### src/rtl/if_fetch_stage.sv
// Instruction-fetch stage: owns the PC and fetches from imem over req/ack, with stall and redirect handling.
// Optional FETCH_BUF_EN adds a one-entry buffer that holds a fetched word while the pipeline is held.
module if_fetch_stage #(
  parameter logic [31:0] RESET_PC  = 32'h0000_0000,
  parameter logic [31:0] NOP_INSTR = 32'h0000_0000
) (
  input  logic        clk,
  input  logic        rst_n,
  input  logic        hold,
  input  logic        branch_taken,
  input  logic [31:0] branch_target,
  output logic        imem_req,
  output logic [31:0] imem_addr,
  input  logic        imem_ack,
  input  logic [31:0] imem_rdata,
  output logic [31:0] instr,
  output logic [31:0] PCplus4,
  output logic        IF_flush
);

  localparam int unsigned XLEN = 32;

  typedef enum logic [1:0] {
    ST_REQ   = 2'd0,
    ST_DRAIN = 2'd1,
    ST_BUF   = 2'd2
  } state_t;

  state_t          state_q, state_d;
  logic [XLEN-1:0] pc_q, pc_d;
  logic [XLEN-1:0] drain_pc_q, drain_pc_d;
  logic [XLEN-1:0] pc_inc;
  logic [XLEN-1:0] target;

`ifdef FETCH_BUF_EN
  logic [XLEN-1:0] buf_instr_q, buf_instr_d;
  logic [XLEN-1:0] buf_pc4_q, buf_pc4_d;
`endif

  assign pc_inc = pc_q + XLEN'(4);
  assign target = {branch_target[XLEN-1:2], 2'b00};

  // State register
  always_ff @(posedge clk) begin
    if (!rst_n) begin
      state_q    <= ST_REQ;
      pc_q       <= RESET_PC;
      drain_pc_q <= RESET_PC;
`ifdef FETCH_BUF_EN
      buf_instr_q <= NOP_INSTR;
      buf_pc4_q   <= RESET_PC + XLEN'(4);
`endif
    end else begin
      state_q    <= state_d;
      pc_q       <= pc_d;
      drain_pc_q <= drain_pc_d;
`ifdef FETCH_BUF_EN
      buf_instr_q <= buf_instr_d;
      buf_pc4_q   <= buf_pc4_d;
`endif
    end
  end

  // Next-state and IF/ID-facing outputs; a redirect outranks hold and delivery
  always_comb begin
    state_d    = state_q;
    pc_d       = pc_q;
    drain_pc_d = drain_pc_q;
`ifdef FETCH_BUF_EN
    buf_instr_d = buf_instr_q;
    buf_pc4_d   = buf_pc4_q;
`endif
    imem_req  = 1'b0;
    imem_addr = pc_q;
    instr     = NOP_INSTR;
    PCplus4   = pc_inc;
    IF_flush  = rst_n & branch_taken;

    if (!rst_n) begin
      PCplus4 = RESET_PC + XLEN'(4);
    end else begin
      case (state_q)
        ST_REQ: begin
          imem_req  = 1'b1;
          imem_addr = pc_q;
          if (branch_taken) begin
            pc_d = target;
            if (!imem_ack) begin
              drain_pc_d = pc_q;
              state_d    = ST_DRAIN;
            end
          end else if (imem_ack) begin
            instr = imem_rdata;
            if (!hold) begin
              pc_d = pc_inc;
            end else begin
`ifdef FETCH_BUF_EN
              buf_instr_d = imem_rdata;
              buf_pc4_d   = pc_inc;
              pc_d        = pc_inc;
              state_d     = ST_BUF;
`endif
            end
          end
        end

        // Stale fetch must complete at its original address before a new one issues
        ST_DRAIN: begin
          imem_req  = 1'b1;
          imem_addr = drain_pc_q;
          if (branch_taken) begin
            pc_d = target;
          end
          if (imem_ack) begin
            state_d = ST_REQ;
          end
        end

`ifdef FETCH_BUF_EN
        ST_BUF: begin
          instr   = buf_instr_q;
          PCplus4 = buf_pc4_q;
          if (branch_taken) begin
            instr   = NOP_INSTR;
            pc_d    = target;
            state_d = ST_REQ;
          end else if (!hold) begin
            state_d = ST_REQ;
          end
        end
`endif

        default: begin
          state_d = ST_REQ;
        end
      endcase
    end
  end

endmodule

### config.mk
export PLATFORM = sky130hd
export DESIGN_NAME = if_fetch_stage
export DESIGN_NICKNAME = d
export VERILOG_FILES = /design/src/rtl/if_fetch_stage.sv
export SDC_FILE = /design/constraint.sdc
export NUM_CORES = 1
export LEC_CHECK = 0
export ABC_CLOCK_PERIOD_IN_PS = 2150
export CAP_MARGIN = 25
export CORE_MARGIN = 2
export CORE_UTILIZATION = 30
export DETAILED_ROUTE_END_ITERATION = 16
export GPL_ROUTABILITY_DRIVEN = 0
export SYNTH_ARGS = -nofsm -noshare
export SYNTH_HDL_FRONTEND = slang
export SYNTH_SLANG_ARGS = --single-unit
### constraint.sdc
create_clock -name clk -period 2.15 [get_ports clk]
set_input_delay 0.3225 -clock clk [delete_from_list [all_inputs] [get_ports clk]]
set_output_delay 0.3225 -clock clk [all_outputs]
set_load 0.01 [all_outputs]
* After elaboration in Yosys (flattened, before gate mapping)
Cells that the tools add are included.
Word-level totals: register bits after elaboration 66, input port bits 69, word-level logic and storage cells 37
Operators by class: $add $sub $neg 1, eq/ne operators 7, muxes and demuxes 18, bitwise logic cells 2, reduce and logical (&&, ||, !) cells 6
Operator list (number):
- $mux W32 | 11
- $pmux W32 S2 | 1
- $add A32 B3 Y32 const B | 1
- $ne A2 B2 Y1 const B | 4
- $mux W2 | 3
- $ne A3 B3 Y1 const B | 2
- $reduce_and A3 Y1 | 2
- $pmux W2 S2 | 1
- $reduce_and A4 Y1 | 1
- $eq A2 B1 Y1 const B | 1
- $logic_not A2 Y1 | 1
- $mux W1 | 2
- $reduce_bool A2 Y1 | 1
- $reduce_or A2 Y1 | 1
- $and A1 B1 Y1 | 1
- $not A1 Y1 | 1

* Depth between registers and ports, before layout
depth after elaboration 5, mapped depth 7

* Worst setup path after synthesis
Ideal clock, no wire load.
kind reg2out, start reg pc_q[3], end out PCplus4[24], arrival time 1.769 ns, required time 1.827 ns, path slack 0.058 ns, stages on the path, launching flop included 7, cell sequence dfxtp_1 ha_1 and4_1 buf_2 nand3_1 or4_1 a21oi_1
On the way: word-level cells in the longest chain between the ends 2
Ends and longest elaborated chain:
- start, declared | line 30 | logic [XLEN-1:0] pc_q, pc_d;
- start signal, assigned | line 55 | pc_q <= pc_d;
- $add A32 B3 Y32 | line 40 | assign pc_inc = pc_q + XLEN'(4);
- $mux W32 | line 79 | if (!rst_n) begin
- end, declared | line 17 | output logic [31:0] PCplus4,
Every way passes these cells.

* Worst setup path in the final report
start reg pc_q[12], end out PCplus4[24]
Same word-level chain as after synthesis.

==> results.py <==
metrics = {
    "critical_path": {
        "crit_type": "flip-flop to output port",
        "crit_fanout": 5,
        "cp.required_ns": 1.83,
        "cp-start-kind": "flip-flop",
        "rrSetupSlack_ns": 0.21,
        "worstPathArrival_ns": 1.92,
        "endpoint_kind": "output port",
    },
    "global_route": {
        "grt_pass1_wl_um": 25410,
        "grt.overflow.total": 0,
        "antenna_found_initial": 0,
        "grt_start_max_net_pins": 33,
        "first_global_vias": 5030,
        "grt_usage": 0.2164,
    },
    "sta": {
        "hold_violations": 0,
        "rsz0062_at_grt": "yes",
        "fin_crit_ns": 2.247,
        "whs_ns": 0.4511,
        "final.setup_skew_ns": 0.005175,
        "min_period_over_period": 1.045,
        "max_freq_ghz": 0.4450,
        "setup_violations": 8,
        "final_max_slew_viol_count": 0,
        "fin_ws_ns": -0.09705,
    },
    "pwr": {
        "design_power_total_mw": 3.459,
        "p_per_area_nw_per_um2": 458.8,
        "ir_worst_vdd_mv": 0.3517,
        "leakage_nw": 3.604,
    },
    "clocking": {
        "cts_buffer_depth": 2,
        "ctsHoldBuffers": 0,
        "cts_tree": "yes",
        "cts_buffers": 9,
        "clock-root-buffer": "clkbuf_16",
        "htree_levels": 3,
        "clk_pin_slew_worst_paths_ns": 0.05,
        "clock_sinks": 61,
        "clk-insertion-delay-late_ns": 0.34,
    },
    "placed_design": {
        "place_hpwl_um": 11870,
        "portBuffers": 160,
    },
    "flow_run": {
        "max-cap-violations": 0,
    },
    "detailed_routing": {
        "drtIter0Drc": 321,
        "antenna_left": 0,
        "drc_errors": 0,
        "dr.pass1.iters": 4,
        "vias": 5111,
        "routed_via_density": 5.081,
        "routed_wl_um": 16320,
        "avgRoutedWirePerCell_um": 16.23,
    },
    "synth": {
        "synth_cell_type_count": 54,
        "synth.cell_area_um2": 4210,
        "yosys.area.top_type_share": 0.2900,
        "synthFlopType": "dfxtp_1",
        "async_flop_share": 0,
        "synth_top_cells_by_area": "dfxtp_1 29%, nand2_1 9.5%, mux2_2 8.3%",
        "syn_avg_cell_area_um2": 7.505,
        "synth_edf_count": 0,
        "synth_area_leader_cell": "dfxtp_1",
        "synth_seq_cells": 61,
        "synth_seq_area_share": 0.2900,
        "yosys_warnings": 0,
        "synthCells": 561,
    },
    "layout": {
        "final_util": 0.5474,
        "drive_gt1_frac": 0.3559,
        "n_fill_cell": 1286,
        "diodes": 0,
        "multi_input_area_um2": 3010,
        "final_net_count": 892,
        "seq_area_um2": 1277,
        "syn2layout_area_growth_pct": 79.08,
    },
    "floorplanning": {
        "die-area_um2": 15000,
        "core_area_um2": 13770,
        "fp.dieH_um": 122.5,
        "start_util": 0.3057,
        "row_count": 43,
        "io_pins": 167,
        "die_x_um": 122.5,
    },
    "status": {
        "status": "complete, but fails checks",
        "failed_checks": "setup timing",
    },
    "min_path": {
        "hold_path.class": "flip-flop to flip-flop",
    },
}
-- cells in the final DEF (no fill, tap or decap), drive strengths merged, types with 3 or more instances in the layout --
cell type and n:
buf 170, nand2 107, clkdlybuf4s50 68, dfxtp 61, a21oi 49, dlygate4sd2 40
and2 37, nor2 37, mux2 31, dlymetal6s2s 27, nand3 23, xor2 16
o21ai 16, clkbuf 16, xnor2 12, nor4 12, nand4 11, o311ai 8
and3 8, nor3 8, o211ai 7, or3 6, and4 6, o31ai 5
a22oi 4, conb 4, or4 4, a31oi 3, o22ai 3, clkinv 3
nor3b 3
-- power by group --
part | internal [mW] | switching [mW]
clock network | 0.866 | 0.517
logic | 0.448 | 0.396
registers | 1.18 | 0.0503
-- stage by stage --
stage | std cells | cell area, µm² | setup slack (ns) | setup TNS (ns)
after detailed placement | 957 | 6674 | -0.2587 | -19.76
final | 1006 | 7540 | -0.09705 | -0.4647
after global placement | 957 | 6674 | -0.2601 | -19.61
after global routing | 1006 | 7540 | -0.1452 | -1.325
after floorplan | 564 | 4222 | 0.05841 | 0
after CTS | 994 | 7292 | -0.1339 | -0.5439
-- what timing repair did --
action | CTS | global route
setup buffers | 22 | 14
resized for setup | 219 | 63
endpoints found under the setup margin | 91 | 50
pin swaps | 35 | 28
-- registers in the layout, indices dropped and copies added (netlist names) --
| register | flops |
|---|---|
| drain_pc_q | 30 |
| pc_q | 30 |
| state_q | 1 |
-- critical path: stages, from the launching register on --
cell     delay (ns)
dfxtp_4        0.36
and3_4         0.21
nand3_4        0.07
buf_6          0.14
or4_4          0.51
a21oi_2        0.15
buf_2          0.14
-- kinds of logic (layout without fill, tap and decap cells) --
| group | count (synthesis) | after routing | synth area share |
|---|---|---|---|
| buffers and inverters | 63 | 325 | 0.07251 |
| AOI/OAI and AO/OA | 108 | 108 | 0.1581 |
| and+or+nand+nor | 268 | 268 | 0.3343 |
| other | 1 | 4 | 0.0008907 |
| DFF | 61 | 61 | 0.2900 |
| muxes | 31 | 31 | 0.08291 |
| adders and majority gates | 1 | 1 | 0.002971 |
| xor gates and xnor gates | 28 | 28 | 0.05825 |
-- cell type report --
type / instances / area share
Clock buffer: 14 / 0.03634
Clock inverter: 1 / 0.0006638
Inverter: 2 / 0.0009957
Multi-Input combinational cell: 440 / 0.3993
Sequential cell: 61 / 0.1694
Tap cell: 180 / 0.02987
Timing Repair Buffer: 308 / 0.3634
-- path summary, 6_finish.rpt --
path                     to  cells after the start           start
max             PCplus4[24]                      6        pc_q[12]
min          drain_pc_q[17]                      2  drain_pc_q[17]
max reg2reg        pc_q[22]                      8      state_q[0]
min reg2reg  drain_pc_q[17]                      2  drain_pc_q[17]
-- synthesized netlist by cell type, drive strengths merged (3+ instances only) --
master and instances:
nand2 107, dfxtp 61, a21oi 49, and2 37, nor2 37, clkbuf 35
mux2 31, buf 26, nand3 23, o21ai 16, xor2 16, nor4 12
xnor2 12, nand4 11, and3 8, nor3 8, o311ai 8, o211ai 7
and4 6, or3 6, o31ai 5, a22oi 4, or4 4, a31oi 3
nor3b 3, o22ai 3
-- layer usage --
metal	up-vias	wire length, µm	part of all wire	track usage
met1	2401	6675	0.41	0.2710
met4	0	382	0.023	0.06897
met3	32	1182	0.072	0.06599
li1	2483	-	-	-
met2	195	8082	0.50	0.3549
met5	-	0	0	0
No activity file was read; power rests on OpenSTA's default activity.
